**config.mk**
```make
export PLATFORM = sky130hd
export DESIGN_NAME = id_exe_stage
export DESIGN_NICKNAME = d
export VERILOG_FILES = /design/src/rtl/id_exe_stage_pkg.sv /design/src/rtl/id_exe_stage_hazard_detect.sv /design/src/rtl/id_exe_stage.sv
export SDC_FILE = /design/constraint.sdc
export NUM_CORES = 1
export LEC_CHECK = 0
export ABC_AREA = 1
export BUFFER_PORTS_ARGS = -buffer_cell sky130_fd_sc_hd__buf_4
export CAP_MARGIN = 20
export CORE_AREA = 2 2 163 165
export CTS_CLUSTER_SIZE = 14
export DETAILED_ROUTE_END_ITERATION = 8
export DIE_AREA = 0 0 165 167
export MAX_ROUTING_LAYER = met4
export PLACE_DENSITY_LB_ADDON = 0.25
export REMOVE_ABC_BUFFERS = 1
export SYNTH_ARGS = -nofsm -noshare
export SYNTH_HDL_FRONTEND = slang
export SYNTH_SLANG_ARGS = --single-unit
```
**constraint.sdc**
```tcl
create_clock -name clk -period 2.4 [get_ports clk]
set_input_delay 0.6 -clock clk [delete_from_list [all_inputs] [get_ports clk]]
set_output_delay 0.6 -clock clk [all_outputs]
set_load 0.02 [all_outputs]
```
**src/rtl/id_exe_stage_pkg.sv**
```systemverilog
// Shared definitions for the ID/EXE pipeline stage: branch and ALU command
// encodings, the decoded control bundle, its bubble value and width defaults.
package id_exe_stage_pkg;

  localparam int DATA_W_DEF = 32;
  localparam int REG_W_DEF  = 5;

  typedef enum logic [1:0] {
    BR_NONE = 2'b00,
    BR_BEZ  = 2'b01,
    BR_BNE  = 2'b10,
    BR_JMP  = 2'b11
  } br_type_e;

  typedef enum logic [3:0] {
    CMD_NOP = 4'd0,
    CMD_MOV = 4'd1,
    CMD_ADD = 4'd2,
    CMD_SUB = 4'd4,
    CMD_AND = 4'd6,
    CMD_OR  = 4'd7,
    CMD_XOR = 4'd8,
    CMD_MVN = 4'd9,
    CMD_SHL = 4'd10,
    CMD_SHR = 4'd11
  } exe_cmd_e;

  typedef struct packed {
    logic       is_immediate;
    logic       mem_r_en;
    logic       mem_w_en;
    logic       wb_en;
    logic [3:0] exe_cmd;
    logic [1:0] br_type;
  } ctrl_t;

  // A bubble has no side effects: no writeback, no memory access, no branch.
  localparam ctrl_t CTRL_BUBBLE = '{
    is_immediate: 1'b0,
    mem_r_en:     1'b0,
    mem_w_en:     1'b0,
    wb_en:        1'b0,
    exe_cmd:      CMD_NOP,
    br_type:      BR_NONE
  };

endpackage

```
**src/rtl/id_exe_stage_hazard_detect.sv**
```systemverilog
// Read-after-write hazard check of the ID instruction's sources against the
// destinations still in flight. FORWARDING_EN limits the check to load-use in EXE.
module hazard_detect #(
  parameter int REG_W = 5
) (
  input  logic [REG_W-1:0] src1,
  input  logic [REG_W-1:0] src2,
  input  logic             check_src2,
  input  logic [REG_W-1:0] exe_dest,
  input  logic             exe_wb_en,
  input  logic             exe_mem_r_en,
  input  logic [REG_W-1:0] mem_dest,
  input  logic             mem_wb_en,
  output logic             hazard
);

  logic exe_hit_en;
  logic mem_hit_en;

  function automatic logic src_hit(input logic [REG_W-1:0] src,
                                   input logic [REG_W-1:0] dest,
                                   input logic             en);
    return en && (src != '0) && (src == dest);
  endfunction

`ifdef FORWARDING_EN
  // Only a load in EXE cannot be forwarded in time; everything else bypasses.
  assign exe_hit_en = exe_wb_en & exe_mem_r_en;
  assign mem_hit_en = 1'b0;
`else
  logic unused_mem_r_en;
  assign unused_mem_r_en = exe_mem_r_en;
  assign exe_hit_en = exe_wb_en;
  assign mem_hit_en = mem_wb_en;
`endif

  assign hazard = src_hit(src1, exe_dest, exe_hit_en)
               || src_hit(src1, mem_dest, mem_hit_en)
               || (check_src2 && (src_hit(src2, exe_dest, exe_hit_en)
                               || src_hit(src2, mem_dest, mem_hit_en)));

endmodule

```
**src/rtl/id_exe_stage.sv**
```systemverilog
// ID/EXE pipeline register with branch resolution and hazard stall generation.
// Optional macro FORWARDING_EN reduces hazard checking to load-use only.
module id_exe_stage
  import id_exe_stage_pkg::*;
#(
  parameter int DATA_W = DATA_W_DEF,
  parameter int REG_W  = REG_W_DEF
) (
  input  logic              clk,
  input  logic              rst,
  input  logic              freeze,
  input  logic              id_is_immediate,
  input  logic              id_MEM_R_EN,
  input  logic              id_MEM_W_EN,
  input  logic              id_WB_EN,
  input  logic [3:0]        id_EXE_CMD,
  input  logic [1:0]        id_br_type,
  input  logic [DATA_W-1:0] id_val1,
  input  logic [DATA_W-1:0] id_val2,
  input  logic [DATA_W-1:0] id_st_val,
  input  logic [DATA_W-1:0] id_imm,
  input  logic [DATA_W-1:0] id_pc,
  input  logic [REG_W-1:0]  id_src1,
  input  logic [REG_W-1:0]  id_src2,
  input  logic [REG_W-1:0]  id_dest,
  input  logic              id_two_src,
  input  logic [REG_W-1:0]  mem_dest,
  input  logic              mem_WB_EN,
  output logic              exe_is_immediate,
  output logic              exe_MEM_R_EN,
  output logic              exe_MEM_W_EN,
  output logic              exe_WB_EN,
  output logic [3:0]        exe_EXE_CMD,
  output logic [1:0]        exe_br_type,
  output logic [DATA_W-1:0] exe_val1,
  output logic [DATA_W-1:0] exe_val2,
  output logic [DATA_W-1:0] exe_st_val,
  output logic [DATA_W-1:0] exe_imm,
  output logic [DATA_W-1:0] exe_pc,
  output logic [REG_W-1:0]  exe_src1,
  output logic [REG_W-1:0]  exe_src2,
  output logic [REG_W-1:0]  exe_dest,
  output logic              exe_two_src,
  output logic              hazard_stall,
  output logic              branch_taken,
  output logic [DATA_W-1:0] branch_target
);

  ctrl_t             ctrl_id;
  ctrl_t             ctrl_p0;
  logic [DATA_W-1:0] val1_p0, val2_p0, st_val_p0, imm_p0, pc_p0;
  logic [REG_W-1:0]  src1_p0, src2_p0, dest_p0;
  logic              two_src_p0;
  logic              cond_taken;
  logic              hazard_raw;

  assign ctrl_id = '{
    is_immediate: id_is_immediate,
    mem_r_en:     id_MEM_R_EN,
    mem_w_en:     id_MEM_W_EN,
    wb_en:        id_WB_EN,
    exe_cmd:      id_EXE_CMD,
    br_type:      id_br_type
  };

  // ID -> EXE boundary: rst beats freeze, freeze beats bubble insertion.
  always_ff @(posedge clk) begin
    if (rst || (!freeze && (branch_taken || hazard_stall))) begin
      ctrl_p0    <= CTRL_BUBBLE;
      val1_p0    <= '0;
      val2_p0    <= '0;
      st_val_p0  <= '0;
      imm_p0     <= '0;
      pc_p0      <= '0;
      src1_p0    <= '0;
      src2_p0    <= '0;
      dest_p0    <= '0;
      two_src_p0 <= 1'b0;
    end else if (!freeze) begin
      ctrl_p0    <= ctrl_id;
      val1_p0    <= id_val1;
      val2_p0    <= id_val2;
      st_val_p0  <= id_st_val;
      imm_p0     <= id_imm;
      pc_p0      <= id_pc;
      src1_p0    <= id_src1;
      src2_p0    <= id_src2;
      dest_p0    <= id_dest;
      two_src_p0 <= id_two_src;
    end
  end

  always_comb begin
    cond_taken = 1'b0;
    case (ctrl_p0.br_type)
      BR_BEZ:  cond_taken = (val1_p0 == '0);
      BR_BNE:  cond_taken = (val1_p0 != val2_p0);
      BR_JMP:  cond_taken = 1'b1;
      default: cond_taken = 1'b0;
    endcase
  end

  // A frozen pipeline must not redirect the PC.
  assign branch_taken  = cond_taken & ~freeze;
  assign branch_target = pc_p0 + (imm_p0 << 2);

  hazard_detect #(
    .REG_W (REG_W)
  ) u_hazard_detect (
    .src1         (id_src1),
    .src2         (id_src2),
    .check_src2   (id_two_src | id_MEM_W_EN),
    .exe_dest     (dest_p0),
    .exe_wb_en    (ctrl_p0.wb_en),
    .exe_mem_r_en (ctrl_p0.mem_r_en),
    .mem_dest     (mem_dest),
    .mem_wb_en    (mem_WB_EN),
    .hazard       (hazard_raw)
  );

  // The ID instruction is squashed by a taken branch, so no stall is needed.
  assign hazard_stall = hazard_raw & ~branch_taken;

  assign exe_is_immediate = ctrl_p0.is_immediate;
  assign exe_MEM_R_EN     = ctrl_p0.mem_r_en;
  assign exe_MEM_W_EN     = ctrl_p0.mem_w_en;
  assign exe_WB_EN        = ctrl_p0.wb_en;
  assign exe_EXE_CMD      = ctrl_p0.exe_cmd;
  assign exe_br_type      = ctrl_p0.br_type;
  assign exe_val1         = val1_p0;
  assign exe_val2         = val2_p0;
  assign exe_st_val       = st_val_p0;
  assign exe_imm          = imm_p0;
  assign exe_pc           = pc_p0;
  assign exe_src1         = src1_p0;
  assign exe_src2         = src2_p0;
  assign exe_dest         = dest_p0;
  assign exe_two_src      = two_src_p0;

endmodule
```
==> results of run 1 <==
==> layout make-up <==
| cell class | instances | area (um2) | share of cell area |
|---|---|---|---|
| clock inverters | 15 | 193 | 0.0120 |
| flip-flops and latches | 186 | 3820 | 0.238 |
| well taps | 335 | 419 | 0.0262 |
| repair buffers | 539 | 4230 | 0.264 |
| clock buffers | 17 | 425 | 0.0265 |
| multi-input cells | 917 | 6590 | 0.411 |
| inverters | 94 | 353 | 0.0220 |
==> power by group through the flow <==
stage | logic (W) | registers, W | clock network, W
2_1_floorplan | 0.00111 | 0.00379 | 0
3_5_place_dp | 0.00254 | 0.00354 | 0
6_report | 0.00282 | 0.00352 | 0.00291
5_1_grt | 0.00302 | 0.00354 | 0.00312
3_3_place_gp | 0.00252 | 0.00354 | 0
4_1_cts | 0.00275 | 0.00351 | 0.00299
==> through the flow <==
stage	setup TNS [ns]	total power (W)	hold WS [ns]	util	worst slack, ns
2_1_floorplan	-490.97	0.00491	0.599	-	-2.80
3_3_place_gp	-0.840	0.00606	0.489	0.547	-0.111
3_5_place_dp	-0.996	0.00608	0.504	0.547	-0.136
4_1_cts	-7.38	0.00925	0.383	0.611	-0.410
5_1_grt	-11.43	0.00969	0.392	0.622	-0.557
6_report	-8.58	0.00925	0.402	0.622	-0.458
==> cell usage after synthesis, drive strengths merged, types with 14 or more instances <==
cell    number
nor2       262
xor2        16
mux2i      117
nand2      266
inv         94
o21ai       92
clkbuf      14
nand3       40
buf         35
nand4       19
dfxtp      186
ha          29
a21oi       42
==> placed cells by master, fill, tap and decap left out, types with 5 or more instances in the layout <==
cell type	netlist	routed
o21ai_1	4	10
nor3_1	7	5
buf_12	10	6
dfxtp_2	0	63
buf_6	6	27
xnor2_1	7	6
o22ai_1	5	5
a21oi_4	1	7
nand3_2	0	9
nand3_1	40	26
a21oi_1	40	20
nor2_2	10	22
nor2_1	162	141
nand2_4	0	12
clkinv_8	0	7
nand4_1	19	19
inv_1	78	70
nor2_4	90	99
clkbuf_16	0	17
o21ai_0	88	77
xor2_1	16	8
dfxtp_1	186	119
nand2_2	2	16
inv_2	16	24
nand3_4	0	5
nand2_1	264	236
ha_4	0	26
mux2i_1	117	117
a21oi_2	1	15
xor2_2	0	6
buf_4	3	505
==> metal layers <==
metal  up-vias  part of all wire
met1      4662              0.40
met2       384              0.49
met3        65             0.073
met4         0             0.029
met5         -                 0
li1       5069                 -
==> cells by family after synthesis <==
group                    count (synthesis)  share of synthesized area
AO/OA/AOI/OAI                          149                     0.0783
XOR/XNOR                                23                     0.0199
adder cells (fa/ha/maj)                 30                     0.0379
buffers and inverters                  143                     0.0766
flip-flops                             186                      0.368
multiplexers                           117                      0.116
AND/OR/NAND/NOR                        598                      0.303
==> flip-flops by register name, summed over array words and instances, names as in the netlist <==
signal / flops
exe_WB_EN: 1
exe_EXE_CMD: 4
exe_dest: 5
exe_st_val: 32
exe_src1: 5
exe_val1: 32
exe_MEM_W_EN: 1
exe_pc: 32
exe_src2: 5
exe_br_type: 2
exe_MEM_R_EN: 1
exe_imm: 32
exe_two_src: 1
exe_val2: 32
exe_is_immediate: 1
==> timing repair <==
action | CTS | global route
gates resized for setup | 236 | 56
setup endpoints to repair | 30 | 30
setup buffers | 16 | 13
pin swaps | 54 | 42
hold buffers | 0 | 0
==> path summary, 6_finish.rpt <==
kind / from / endpoint / slack (ns) / cells past startpoint
worst max-delay path: exe_imm[2] / branch_target[20] / -0.46 / 10
worst min-delay path: id_st_val[18] / exe_st_val[18] / 0.40 / 3
worst max register to register: exe_val1[4] / exe_pc[31] / 0.30 / 12
worst min register to register: exe_EXE_CMD[3] / exe_EXE_CMD[3] / 0.52 / 2
==> critical path: stages (launching register included) <==
cell	delay, ns
dfxtp_2	0.34
ha_4	0.31
buf_4	0.13
nand2_1	0.06
nor2_1	0.18
nand3_2	0.13
nand3_4	0.16
nand3_1	0.08
nand2_1	0.09
xor2_1	0.15
buf_4	0.17
==> summary.txt, run 1 <==
Run status
  – Status: finished with violations
  – Failing checks: setup timing

Global route
  – Routing usage on met3: 0.0603
  – Vias in the first global route: ~10000
  – GR Util met2: 0.419
  – GR peak layer: met2
  – Initial antenna violation count: 0
  – First-pass GRT wire length: 51700 um
  – GRT Total Usage: 0.245
  – Global route overflow: 0
  – Largest net degree at the start of global routing: between 100 and 150
  – Met1 Track Usage GR: 0.285

Timing
  – FMAX: approximately 350 MHz
  – Slack of the critical path: -0.458 ns
  – Final Max Tran Viols: 0
  – Final hold violation count: 0
  – RSZ-0062 raised after global routing: yes
  – Final period utilization: 1.19
  – Slew @ Worst Pin: between 0.6 and 0.7 ns
  – Rel. slew slack: 0.536
  – # setup viols final: 28
  – Tmin final: about 2.9 ns
  – Final Skew: around 0.021 ns

Pwr
  – Leak Pwr: about 7.6 nW
  – Clock network power share: 0.315
  – P_sw: 0.00320 W
  – Switch share: 0.346
  – Peak supply drop: 447 uV
  – Comb pwr share: 0.305
  – Power Density: ~580 nW/um2
  – Int Power: 0.00605 W
  – Seq pwr share: 0.380

Clock tree
  – CTS root buffer: clkbuf_16
  – Clock Pin Slew Worst Setup and Hold Paths: around 0.09 ns
  – Clock Path Buffers: 2
  – CTS tree: yes
  – Clk sinks: 186
  – Num CTS Buffers: 17
  – Worst skew pair latency: around 0.44 ns
  – H-tree Lvls: 4

Critical path
  – Setup crit end kind: primary output
  – WP data required: 1.80 ns
  – Startpoint types: flop
  – Worst EP arrival: about 2.3 ns
  – Worst-path fanout max: 4
  – Worst setup path class: flop to primary output

Logic synthesis
  – Sequential fraction of the synthesis area: 0.368
  – Mapped Area: slightly above 10000 um2
  – Mapped Cells: 1246
  – #FFs+latches synth: 186
  – Cell variety after synth: 36
  – Post-synth top flop: dfxtp_1
  – Async SR Flop Fraction: 0
  – Top cells by area, synth: dfxtp_1, mux2i_1, nor2_4
  – Post-synth top area share: 0.368
  – Post-synth EDFFs: 0
  – Syn Area/Cell: 8.12 um2
  – Ys Warns: 0
  – Post-synth top area cell: dfxtp_1

Place
  – Placed Instance Area: approximately 14000 um2
  – IO buf count: 414
  – RePlAce Congestion: between 0.9 and 1
  – DP HPWL: about 26000 um
  – Placed cell count: around 2000

Cells and area
  – Area grow syn2layout: 58.5%
  – Design area: about 16000 um2
  – Nets@finish: 1980
  – Post-route insts no fill: roughly 2100
  – Layout cell share with drive strength beyond 1: 0.506
  – Antenna cells: 0
  – # fillers: between 2000 and 2500

Detailed routing
  – WL/cell: between 15 and 20 um
  – Post-route ant nets: 0
  – Vias/cell: between 4 and 5
  – Starting DRC count in detailed routing: about 660
  – Post-route DRC violation count: 0
  – Initial DRT Pass Iterations: 5
  – Routed WL: about 34000 um
  – Vias post-DR: about 10000

Flow run
  – Maxcap violations: 0

Floorplanning
  – Row count: 59
  – Ports: roughly 420
  – Core ar.: 25800 um2
  – Die H: 167 um
  – Die ar.: ~28000 um2
  – Initial Util: 0.393
  – Die W: between 150 and 200 um

Worst hold path
  – Worst min-delay path class: input pin to flop
Power figures use the tool's default switching activity.
==> run 2, diff against run 1 <==
--- a/config.mk
+++ b/config.mk
@@ -17,4 +17,5 @@
 export REMOVE_ABC_BUFFERS = 1
 export SYNTH_ARGS = -nofsm -noshare
 export SYNTH_HDL_FRONTEND = slang
+export SYNTH_HIERARCHICAL = 1
 export SYNTH_SLANG_ARGS = --single-unit
==> run 2 against run 1 <==
Net effect:
- the run still ends with setup timing left
- sequential cell count is the same
- via count decreased by 0.58%
- utilization shrank 2.1 points
- worst hold slack worse by 0.0087 ns
- setup slack improved by 0.051 ns
- power shrank 3.1%
- synthesized cell count is 0.56% higher
- count of clock-buffer cells in the layout rose by 1
==> summary.txt, run 2 <==
Global route
  – Initial antenna violation count: 2 (+2)
  – Largest net degree at the start of global routing: 92 (-16%)
  – Vias in the first global route: 9696 (-2.6%)
  – GRT Total Usage: 0.244 (-0.00110)
  – First-pass GRT wire length: 51500 um (-0.49%)
  – Global route overflow: 0 (unchanged)

Cells and area
  – Layout cell share with drive strength beyond 1: 0.468 (-0.0378)
  – Commonest non-fill, non-tap cells in the layout: buf_4, nor2_1, nand2_1, mux2i_1, dfxtp_1
  – Commonest non-fill, non-tap cell in the layout: buf_4
  – Final Core Density: 0.601 (-0.0212)
  – Nets@finish: 1969 (-0.56%)
  – Area grow syn2layout: 62.3%
  – Post-route insts no fill: 2094 (-0.43%)
  – # fillers: 2280 (+0.31%)

Place
  – DP HPWL: 25500 um (-0.73%)
  – Placed cell count: 2038 (-0.54%)
  – Dpl ws: -0.139 ns (-0.00331 ns)
  – IO buf count: 414 (unchanged)
  – RePlAce Congestion: 0.945 (+3.3%)

Detailed routing
  – Post-route ant nets: 0 (unchanged)
  – Initial DRT Pass Iterations: 5 (unchanged)
  – WL/cell: 16.3 um (+0.10%)
  – Vias post-DR: 10100 (-0.58%)
  – Post-route DRC violation count: 0 (unchanged)
  – Starting DRC count in detailed routing: 683 (+3.6%)
  – Vias/cell: 4.83 (-0.15%)
  – Routed WL: 34100 um (-0.32%)

Logic synthesis
  – Top cells by area, synth: dfxtp_1, mux2i_1, nand2_1
  – Sequential fraction of the synthesis area: 0.390 (+0.0222)
  – Post-synth top area cell: dfxtp_1
  – #FFs+latches synth: 186 (unchanged)
  – Mapped Area: 9540 um2 (-5.7%)
  – Post-synth top flop: dfxtp_1
  – Cell variety after synth: 32 (-11%)
  – Mux contribution to synthesized area: 0.155 (+0.0395)
  – Most common library cells after synthesis: nand2_1, nor2_1, dfxtp_1
  – Async SR Flop Fraction: 0 (unchanged)
  – Post-Synth XOR/XNOR Area: 0.0275 (+0.00763)
  – Post-synthesis adder-cell area fraction: 0.0401 (+0.00228)
  – Post-synth top area share: 0.390 (+0.0222)
  – Ys Warns: 6 (+6)
  – Count leader, synth: nand2_1
  – Post-Synth Simple-Gate Area: 0.254 (-0.0495)
  – Syn Area/Cell: 7.61 um2 (-6.2%)
  – Post-synth EDFFs: 0 (unchanged)
  – Largest family of logic cells by synthesized area: simple AND/OR/NAND/NOR gates
  – Compound-gate portion of the synthesized area: 0.0600 (-0.0184)
  – Mapped Cells: 1253 (+0.56%)

Worst hold path
  – Hold Crit Start: id_st_val[3]
  – Worst min-delay path class: input pin to flop

Floorplanning
  – Row count: 59 (unchanged)
  – Core ar.: 25800 um2 (unchanged)
  – Initial Util: 0.370 (-0.0223)
  – Die ar.: 27600 um2 (unchanged)
  – Die W: 165 um (unchanged)
  – Die H: 167 um (unchanged)
  – Ports: 415 (unchanged)

Pwr
  – Clock network power share: 0.321 (+0.006)
  – Power Density: 579 nW/um2 (+0.32%)
  – Switch share: 0.336 (-0.00972)
  – Seq pwr share: 0.393 (+0.013)
  – P_sw: 0.00301 W (-5.8%)
  – Int Power: 0.00595 W (-1.7%)
  – Comb pwr share: 0.287 (-0.018)
  – Leak Pwr: 7.85 nW (+2.7%)
  – Peak supply drop: 315 uV (-30%)

Clock tree
  – Num CTS Buffers: 17 (unchanged)
  – Clk sinks: 186 (unchanged)
  – Worst skew pair latency: 0.44 ns (about the same)
  – H-tree Lvls: 4 (unchanged)
  – Clock Pin Slew Worst Setup and Hold Paths: 0.08 ns (about the same)
  – CTS tree: yes
  – CTS root buffer: clkbuf_16
  – Clock Path Buffers: 2 (unchanged)

Critical path
  – Reg-to-reg startpoint: exe_val1[2]
  – Worst EP arrival: 2.21 ns (-0.05 ns)
  – Slowest stage delay, CP: 0.35 ns (about the same)
  – Setup crit end kind: primary output
  – Crit path buf inv count: 1 (-1)
  – WP data required: 1.80 ns (about the same)
  – Top Family by Delay on Critical Path: simple AND/OR/NAND/NOR gates
  – Worst path slowest cell: fa_2
  – R2r setup slk: 0.48 ns (+0.18 ns)
  – Worst-path fanout max: 3 (-1)
  – Worst setup path class: flop to primary output
  – CP cell instances: ha_4 > fa_2 > nand2_2 > nand2_2 > o21ai_4 > o21ai_2 > nand2_1 > nand2_2 > nand2_2 > nand2_1 > nand2_1 > nand2_1 > buf_6
  – CP Launch Point: exe_pc[2]
  – Startpoint types: flop

Timing
  – Slack of the critical path: -0.406 ns (+0.0514 ns)
  – FMAX: 356 MHz (+1.8%)
  – # setup viols final: 29 (+3.6%)
  – Final hold violation count: 0 (unchanged)
  – Final period utilization: 1.17 (-0.0214)
  – Final Skew: 0.0152 ns (-0.00618 ns)
  – Final Max Tran Viols: 0 (unchanged)
  – Slew @ Worst Pin: 0.604 ns (-0.0924 ns)
  – Rel. slew slack: 0.597 (+0.0616)
  – RSZ-0062 raised after global routing: yes
  – Tmin final: 2.81 ns (-0.0514 ns)

Flow run
  – Maxcap violations: 0 (unchanged)

Run status
  – Failing checks: setup timing
  – Status: finished with violations
run 2: cell families after synthesis:
family	Yosys count
XOR/XNOR	30
buffers and inverters	146
flip-flops	186
multiplexers	148
AO/OA/AOI/OAI	107
AND/OR/NAND/NOR	606
adder cells (fa/ha/maj)	30
run 2: layout make-up:
| class | count | area [um2] | share of cell area |
|---|---|---|---|
| repair buffers | 519 | 4100 | 0.265 |
| multi-input cells | 921 | 6160 | 0.398 |
| clock buffers | 18 | 429 | 0.0277 |
| flip-flops and latches | 186 | 3830 | 0.247 |
| clock inverters | 14 | 171 | 0.0111 |
| inverters | 99 | 372 | 0.0240 |
| well taps | 335 | 419 | 0.0271 |
| diodes | 2 | 5.00 | 0.000323 |
run 2: tightest hold or removal path: stages:
cell	delay, ns
buf_4	0.07
mux2i_1	0.05
nor2_1	0.08
run 2: path summary, 6_finish.rpt:
check / to / cells past startpoint
worst max-delay path: branch_target[30] / 13
worst min-delay path: exe_st_val[3] / 3
worst max register to register: exe_imm[16] / 12
worst min register to register: exe_MEM_R_EN / 2
run 2: through the flow:
stage | instance area, um2 | total power (W) | hold slack [ns] | TNS, ns
after global placement | 13500 | 0.00580 | 0.491 | -0.506
final | 15500 | 0.00896 | 0.393 | -8.04
after global routing | 15500 | 0.00936 | 0.391 | -10.84
after CTS | 15100 | 0.00896 | 0.374 | -7.79
after floorplan | 9220 | 0.00463 | 0.599 | -144.37
after detailed placement | 13500 | 0.00583 | 0.499 | -0.707
run 2: power by group through the flow:
| stage | Sequential (W) | Combinational, W | Clock (W) |
|---|---|---|---|
| floorplan | 0.00377 | 0.000858 | 0 |
| global placement | 0.00353 | 0.00227 | 0 |
| detailed placement | 0.00354 | 0.00228 | 0 |
| CTS | 0.00351 | 0.00250 | 0.00295 |
| global route | 0.00355 | 0.00275 | 0.00306 |
| finish | 0.00352 | 0.00257 | 0.00287 |
run 2: repair_timing:
action	CTS	global route
pin swaps	44	30
setup endpoints to repair	30	30
setup buffers	15	8
gates resized for setup	259	74
hold buffers	0	0
run 2: per-layer routing:
metal  routed length (um)  vias to the layer above  track usage  share of wire
met3                 2210                       60       0.0478          0.065
met2                16600                      346        0.398           0.49
li1                     -                     5019            -              -
met4                  912                        0       0.0881          0.027
met1                14400                     4696        0.299           0.42
met5                    0                        -            -              0
